`config.mk`:
```
export PLATFORM = sky130hd
export DESIGN_NAME = sign_apply_serial
export DESIGN_NICKNAME = d
export VERILOG_FILES = /design/src/rtl/pim_serial_pkg.sv /design/src/rtl/adder_1bit_half.sv /design/src/rtl/sign_apply_serial.sv
export SDC_FILE = /design/constraint.sdc
export NUM_CORES = 1
export LEC_CHECK = 0
export BUFFER_PORTS_ARGS = -buffer_cell sky130_fd_sc_hd__clkbuf_2
export CAP_MARGIN = 5
export CORE_MARGIN = 2
export CORE_UTILIZATION = 41
export DETAILED_ROUTE_END_ITERATION = 8
export GPL_TIMING_DRIVEN = 1
export HOLD_SLACK_MARGIN = 0.12
export PLACE_DENSITY = 0.67
export SYNTH_ARGS = -nofsm -noshare
export SYNTH_HDL_FRONTEND = slang
export SYNTH_HIERARCHICAL = 1
export SYNTH_SLANG_ARGS = --single-unit
```
`constraint.sdc`:
```
create_clock -name clk -period 2.12 [get_ports clk]
set_input_delay 0.424 -clock clk [delete_from_list [all_inputs] [get_ports clk]]
set_output_delay 0.424 -clock clk [all_outputs]
set_load 0.03 [all_outputs]
```
`src/rtl/pim_serial_pkg.sv`:
```
`default_nettype none
// ============================================================================
// Module      : pim_serial_pkg
// Description : Shared definitions for the bit-serial PIM blocks: FSM state
//               encoding common to every serial operator.
// Revision    : 1.0 - initial release
// ============================================================================
package pim_serial_pkg;

    localparam int c_STATE_W = 2;

    // Common three-phase sequencing of a bit-serial operator
    typedef enum logic [c_STATE_W-1:0] {
        ST_IDLE = 2'd0,
        ST_RUN  = 2'd1,
        ST_DONE = 2'd2
    } pim_state_t;

endpackage
`default_nettype wire

```
`src/rtl/adder_1bit_half.sv`:
```
`default_nettype none
// ============================================================================
// Module      : adder_1bit_half
// Description : One-bit half adder, S = A ^ B, C = A & B. IMPL_TYPE selects a
//               gate-level or an arithmetic description of the same function.
// Revision    : 1.0 - initial release
// ============================================================================
module adder_1bit_half #(
    parameter int IMPL_TYPE = 0
) (
    input  logic A,
    input  logic B,
    output logic S,
    output logic C
);

    generate
        if (IMPL_TYPE == 0) begin : g_gate
            assign S = A ^ B;
            assign C = A & B;
        end else begin : g_arith
            logic [1:0] w_sum2;
            assign w_sum2 = {1'b0, A} + {1'b0, B};
            assign S      = w_sum2[0];
            assign C      = w_sum2[1];
        end
    endgenerate

endmodule
`default_nettype wire

```
`src/rtl/sign_apply_serial.sv`:
```
`default_nettype none
// ============================================================================
// Module      : sign_apply_serial
// Description : Bit-serial sign application. Converts an unsigned magnitude
//               plus negate flag into a two's-complement result, one bit per
//               clock LSB-first (invert-and-add-one via a half adder chain),
//               with a signed-overflow flag computed at accept time.
// Revision    : 1.0 - initial release
// ============================================================================
module sign_apply_serial
    import pim_serial_pkg::*;
#(
    parameter int WIDTH     = 32,
    parameter int IMPL_TYPE = 0
) (
    input  logic             clk,
    input  logic             rst_n,
    input  logic             in_valid,
    output logic             in_ready,
    input  logic [WIDTH-1:0] in_mag,
    input  logic             in_neg,
    output logic             out_valid,
    input  logic             out_ready,
    output logic [WIDTH-1:0] out_data,
    output logic             out_ovf,
    output logic             busy
);

    localparam int                 c_CNT_W = $clog2(WIDTH);
    localparam logic [c_CNT_W-1:0] c_LAST  = c_CNT_W'(WIDTH - 1);

    pim_state_t         r_state;
    pim_state_t         w_state_nxt;
    logic               r_rdy_en;
    logic [WIDTH-1:0]   r_mag;
    logic [WIDTH-1:0]   r_result;
    logic               r_carry;
    logic               r_neg;
    logic               r_ovf;
    logic [c_CNT_W-1:0] r_cnt;

    logic               w_a;
    logic               w_sum;
    logic               w_cout;
    logic               w_in_ready;
    logic               w_out_valid;
    logic               w_accept;
    logic               w_last;
    logic               w_ovf_calc;

    // Conditional inversion of the current bit; the +1 of negation enters as
    // the initial carry.
    assign w_a = r_mag[0] ^ r_neg;

    adder_1bit_half #(
        .IMPL_TYPE (IMPL_TYPE)
    ) u_ha (
        .A (w_a),
        .B (r_carry),
        .S (w_sum),
        .C (w_cout)
    );

    // Only 2^(WIDTH-1) negated fits as the most negative value; any other
    // magnitude with the top bit set overflows.
    assign w_ovf_calc = in_neg ? (in_mag[WIDTH-1] & (|in_mag[WIDTH-2:0]))
                               : in_mag[WIDTH-1];

    assign w_accept  = w_in_ready & r_rdy_en & in_valid;
    assign w_last    = (r_cnt == c_LAST);
    assign in_ready  = w_in_ready & r_rdy_en;
    assign out_valid = w_out_valid;
    assign out_data  = r_result;
    assign out_ovf   = r_ovf;
    assign busy      = (r_state != ST_IDLE);

    // State register; r_rdy_en delays the first accept by one edge after reset
    always_ff @(posedge clk or negedge rst_n) begin
        if (!rst_n) begin
            r_state  <= ST_IDLE;
            r_rdy_en <= 1'b0;
        end else begin
            r_state  <= w_state_nxt;
            r_rdy_en <= 1'b1;
        end
    end

    // Next-state and handshake outputs
    always_comb begin
        w_state_nxt = r_state;
        w_in_ready  = 1'b0;
        w_out_valid = 1'b0;
        case (r_state)
            ST_IDLE: begin
                w_in_ready = 1'b1;
                if (w_accept) w_state_nxt = ST_RUN;
            end
            ST_RUN: begin
                if (w_last) w_state_nxt = ST_DONE;
            end
            ST_DONE: begin
                w_out_valid = 1'b1;
                if (out_ready) w_state_nxt = ST_IDLE;
            end
            default: w_state_nxt = ST_IDLE;
        endcase
    end

    // Operand capture at accept, then one LSB-first bit per edge while running
    always_ff @(posedge clk or negedge rst_n) begin
        if (!rst_n) begin
            r_mag    <= '0;
            r_result <= '0;
            r_carry  <= 1'b0;
            r_neg    <= 1'b0;
            r_ovf    <= 1'b0;
            r_cnt    <= '0;
        end else if (w_accept) begin
            r_mag   <= in_mag;
            r_carry <= in_neg;
            r_neg   <= in_neg;
            r_ovf   <= w_ovf_calc;
            r_cnt   <= '0;
        end else if (r_state == ST_RUN) begin
            r_mag    <= {1'b0, r_mag[WIDTH-1:1]};
            r_result <= {w_sum, r_result[WIDTH-1:1]};
            r_carry  <= w_cout;
            if (!w_last) r_cnt <= r_cnt + c_CNT_W'(1);
        end
    end

endmodule
`default_nettype wire

```
# Word-level counts from Yosys, hierarchy flattened
# Cells that the tools add are included.
# W data, S select, Z words.
# word_totals
reg_bits,75
in_bits,37
output_inout_bits,36
elab_cells,44
# classes
addsub,1
eq_ne,7
muxes,14
bitwise,7
reduce_logical,7
# ops
operator,count
$mux W32,2
$reduce_or A31 Y1,1
$mux W5,3
$ne A2 B2 Y1 const B,4
$mux W2,3
$pmux W2 S3,1
$add A5 B1 Y5 const B,1
$eq A5 B5 Y1 const B,1
$mux W1,5
$and A1 B1 Y1,4
$reduce_and A2 Y1,2
$reduce_bool A2 Y1,2
$reduce_and A3 Y1,1
$eq A2 B1 Y1 const B,1
$eq A2 B2 Y1 const B,1
$logic_not A2 Y1,1
$xor A1 B1 Y1,2
$not A1 Y1,1

# Depth between registers and ports, before layout
# logic_depth
word_depth,6
mapped_depth,7
depth_no_buf,7

# Modules after synthesis
# Netlist, hierarchy kept.
# by_module_without_submodules
module,n_inst,cells_per_inst,area_per_inst_um2,seq_area_each_um2
sign_apply_serial,1,369,3241.9,1876.8
adder_1bit_half,1,1,12.5,0.0

# Worst setup path before layout
# Ideal clock, no wire load.
# synth_timing
path_kind,flip-flop to flip-flop
from,register r_cnt[0]
to,register r_cnt[3]
setup_time_ns,0.120
arrival_time_ns,1.568
required_time_ns,2.000
slack_ns,0.432
path_stages_with_launch,8
path_buffers,0
period_less_slack_ns,1.688
cell_sequence,dfrtp_1 -> ha_1 -> and3_1 -> ha_1 -> nor3b_2 -> nand4_1 -> xor2_1 -> nor2_1
# synth_between
elab_chain_len,4
elab_cells_between_ends,7
classes_between,add/sub (1); eq/ne (2); mux (3); reduce/logical (1)
# synth_rtl
element,line,source
start: declaration,sign_apply_serial.sv:40,logic [c_CNT_W-1:0] r_cnt;
start signal: assignment,sign_apply_serial.sv:128,if (!w_last) r_cnt <= r_cnt + c_CNT_W'(1);
$add A5 B1 Y5,sign_apply_serial.sv:128,
$mux W5,sign_apply_serial.sv:128,
$mux W5,sign_apply_serial.sv:124,end else if (r_state == ST_RUN) begin
$mux W5,sign_apply_serial.sv:118,end else if (w_accept) begin
# Parallel ways exist; a longest one is shown, timed or not. The select of a mux whose other input is x is not followed.
# A chain may end at the register's enable or synchronous reset.

# Worst setup path after layout
# Ends and elaborated chain as after synthesis.

==> results.toml <==
[power_and_ir_drop]
cellPowerDensity_nw_per_um2 = 1490
p_total_mw = 5.79
p_leak_nw = 2.04
ir_drop_uv = 457

[routing]
wl_um = 6890
drt_first_pass_iters = 5
drtIter0Drc = 123
vias_per_cell = 4.89
drc = 0
drt-wirelength-per-cell_um = 12.7
ant_nets = 0
vias = 2654

[logic_synthesis]
postSynthCellCount = 370
synth_cell_types = 28
syn_nets = 410
synth-seq-area-share_pct = 57.7
yosys_register_bits = 75
syn_area_um2 = 3250
syn_area_per_cell_um2 = 8.80
yosysWarnings = 6
netlist_top_cells_area = "dfrtp_1, nand2_1, a31oi_1"
synth.largest_area_cell = "dfrtp_1"
yosys.area.top_type_share_pct = 57.7

[critical_path]
rr_worst_depth = 7
cp.required_ps = 2350
worst_setup_path_end_kind = "register"
r2r-start = "r_cnt[0]"
arrival_ps = 2090
critical_path.max_fanout = 5
r2r_end = "r_cnt[3]"
rrSetupSlack_ps = 250
cp-start-kind = "register"
crit_type = "register to register"

[clocking]
cts.sinks = 75
post_cts_buffers = 0
clkLatencyLatePin_ps = 350
clk_pin_slew_ps = 70
h-tree-depth = 3
cts_resized = 0
cts_inserted_buffers = 9
tritoncts = "yes"
cts_root_buffer = "clkbuf_8"
cts_max_path_buffers = 2

[timing]
skew_ps = 7.45
worst_slack_ps = 254
hold_viol_final = 0
relSlewSlack_pct = 66.8
tightest_slew_ps = 494
fin_hold_ws_ps = 326
finalSetupTns_ps = 0
fmax_mhz = 536
timing.final.crit_share_pct = 88.0
drv_slew = 0
min_period_ps = 1870
setup_viol = 0
rsz0062_at_grt = "no"

[job]
drv_cap = 0

[finish]
final_cell_area_um2 = 3880
final_common_cell = "nand2_1"
finalNonFillerCells = 543
layout_common_cells = "nand2_1, dfrtp_1, clkbuf_2, nor2_1, a31oi_1"
antenna_cells = 0
area_delta_synth_final_pct = 19.3
fin_util_pct = 50.2
nNetsFinal = 476
drive_gt1_share_pct = 21.3

[hold_path]
hold_end = "r_mag[31]"
hold_depth = 3
holdCritStartpoint = "in_mag[31]"
min_path_type = "primary input to register"

[placed_design]
port_buffers = 72
dp_cells = 526
hpwl_um = 4650
place_ws_ps = 250
placed_area_um2 = 3680
routabilityCongestion = 0.768

[global_route]
antenna_found_initial = 0
grt_pass1_wl_um = 11500
grt_max_degree = 66
gr-usage-met3_pct = 3.14
grt_pass1_vias = 2506
grt_busiest_layer = "met2"
use_met2_pct = 25.7
use_met1_pct = 23.6
grt.overflow.total = 0
grt_usage_pct = 17.0

[floorplanning]
floorplan.initialDensity_pct = 42.1
fp-row-count = 32
die_h_um = 93.1
die_w_um = 93.1
pin_count = 73
fp.dieArea_um2 = 8670
core_um2 = 7730

[run_status]
status = "completed"
## kinds of logic after synthesis
family	synth area share [%]
adders and majority gates	1.15
other	0.115
and+or+nand+nor	27.5
AOI/OAI and AO/OA	7.34
DFF	57.7
muxes	0.308
xor gates and xnor gates	1.08
buffers and inverters	4.81
## routing by layer
metal / vias up / share of wire, %
met2: 65 / 45
li1: 1332 / -
met3: 7 / 5.5
met1: 1250 / 48
met5: - / 0
met4: 0 / 1.4
## cell type report
type                    count  area, µm²
multi-input cells         270       1230
clock inverters             2       35.0
flip-flops and latches     75       1880
well taps                 102        128
fillers                   743       3850
repair buffers             78        448
clock buffers              14        153
inverters                   2       7.51
## power by group
group          internal, mW  total, mW  leakage, nW  switching [mW]
sequential             2.05       2.43        0.957           0.383
clock                 0.577       1.07       0.0947           0.490
combinational         0.748       2.29        0.984            1.54
total                  3.37       5.79         2.04            2.42
## flip-flops by register name, indices dropped and copies added (netlist names)
signal and count:
r_carry 1, r_cnt 5, out_ovf 1, r_neg 1
r_mag 32, r_state 2, out_data 32, r_rdy_en 1
## critical path, cell delays in order (launching register included)
cell     delay [ps]
dfrtp_1         410
ha_1            220
and3_1          140
ha_1            230
nor3b_2         350
nand4_1         190
xor2_1          170
nor2_1           50
## synth_stat cells
master / count
and2_1: 1
a21oi_1: 2
o21ai_0: 4
nand2b_1: 1
conb_1: 1
nor2_1: 35
xnor2_1: 1
xor2_1: 3
nor4b_1: 1
mux2i_1: 1
buf_6: 5
nand3_1: 2
nor3b_2: 2
clkbuf_1: 4
nand2_1: 167
buf_4: 3
nor2b_1: 2
nand4_1: 3
a22oi_1: 1
dfrtp_1: 75
and3_1: 1
a31oi_1: 30
nor4_1: 7
o21ai_1: 1
inv_1: 2
a22o_1: 1
buf_2: 11
ha_1: 3
## what timing repair did
action / 4_1_cts / 5_1_grt
setup endpoints to repair: 0 / 0
hold buffers: 1 / 0
endpoints found under the hold margin: 38 / 0
## how the worst max path moves through the flow
stage                     depth (start not counted)     start  endpoint  slack [ps]
after global placement                            7  r_cnt[0]  r_cnt[3]         350
final                                             7  r_cnt[0]  r_cnt[3]         250
after floorplan                                   7  r_cnt[0]  r_cnt[3]         430
after detailed placement                          7  r_cnt[0]  r_cnt[3]         250
after CTS                                         7  r_cnt[0]  r_cnt[3]         240
after global routing                              7  r_cnt[0]  r_cnt[3]         130
Note: power is estimated with default switching activity, not from simulation.
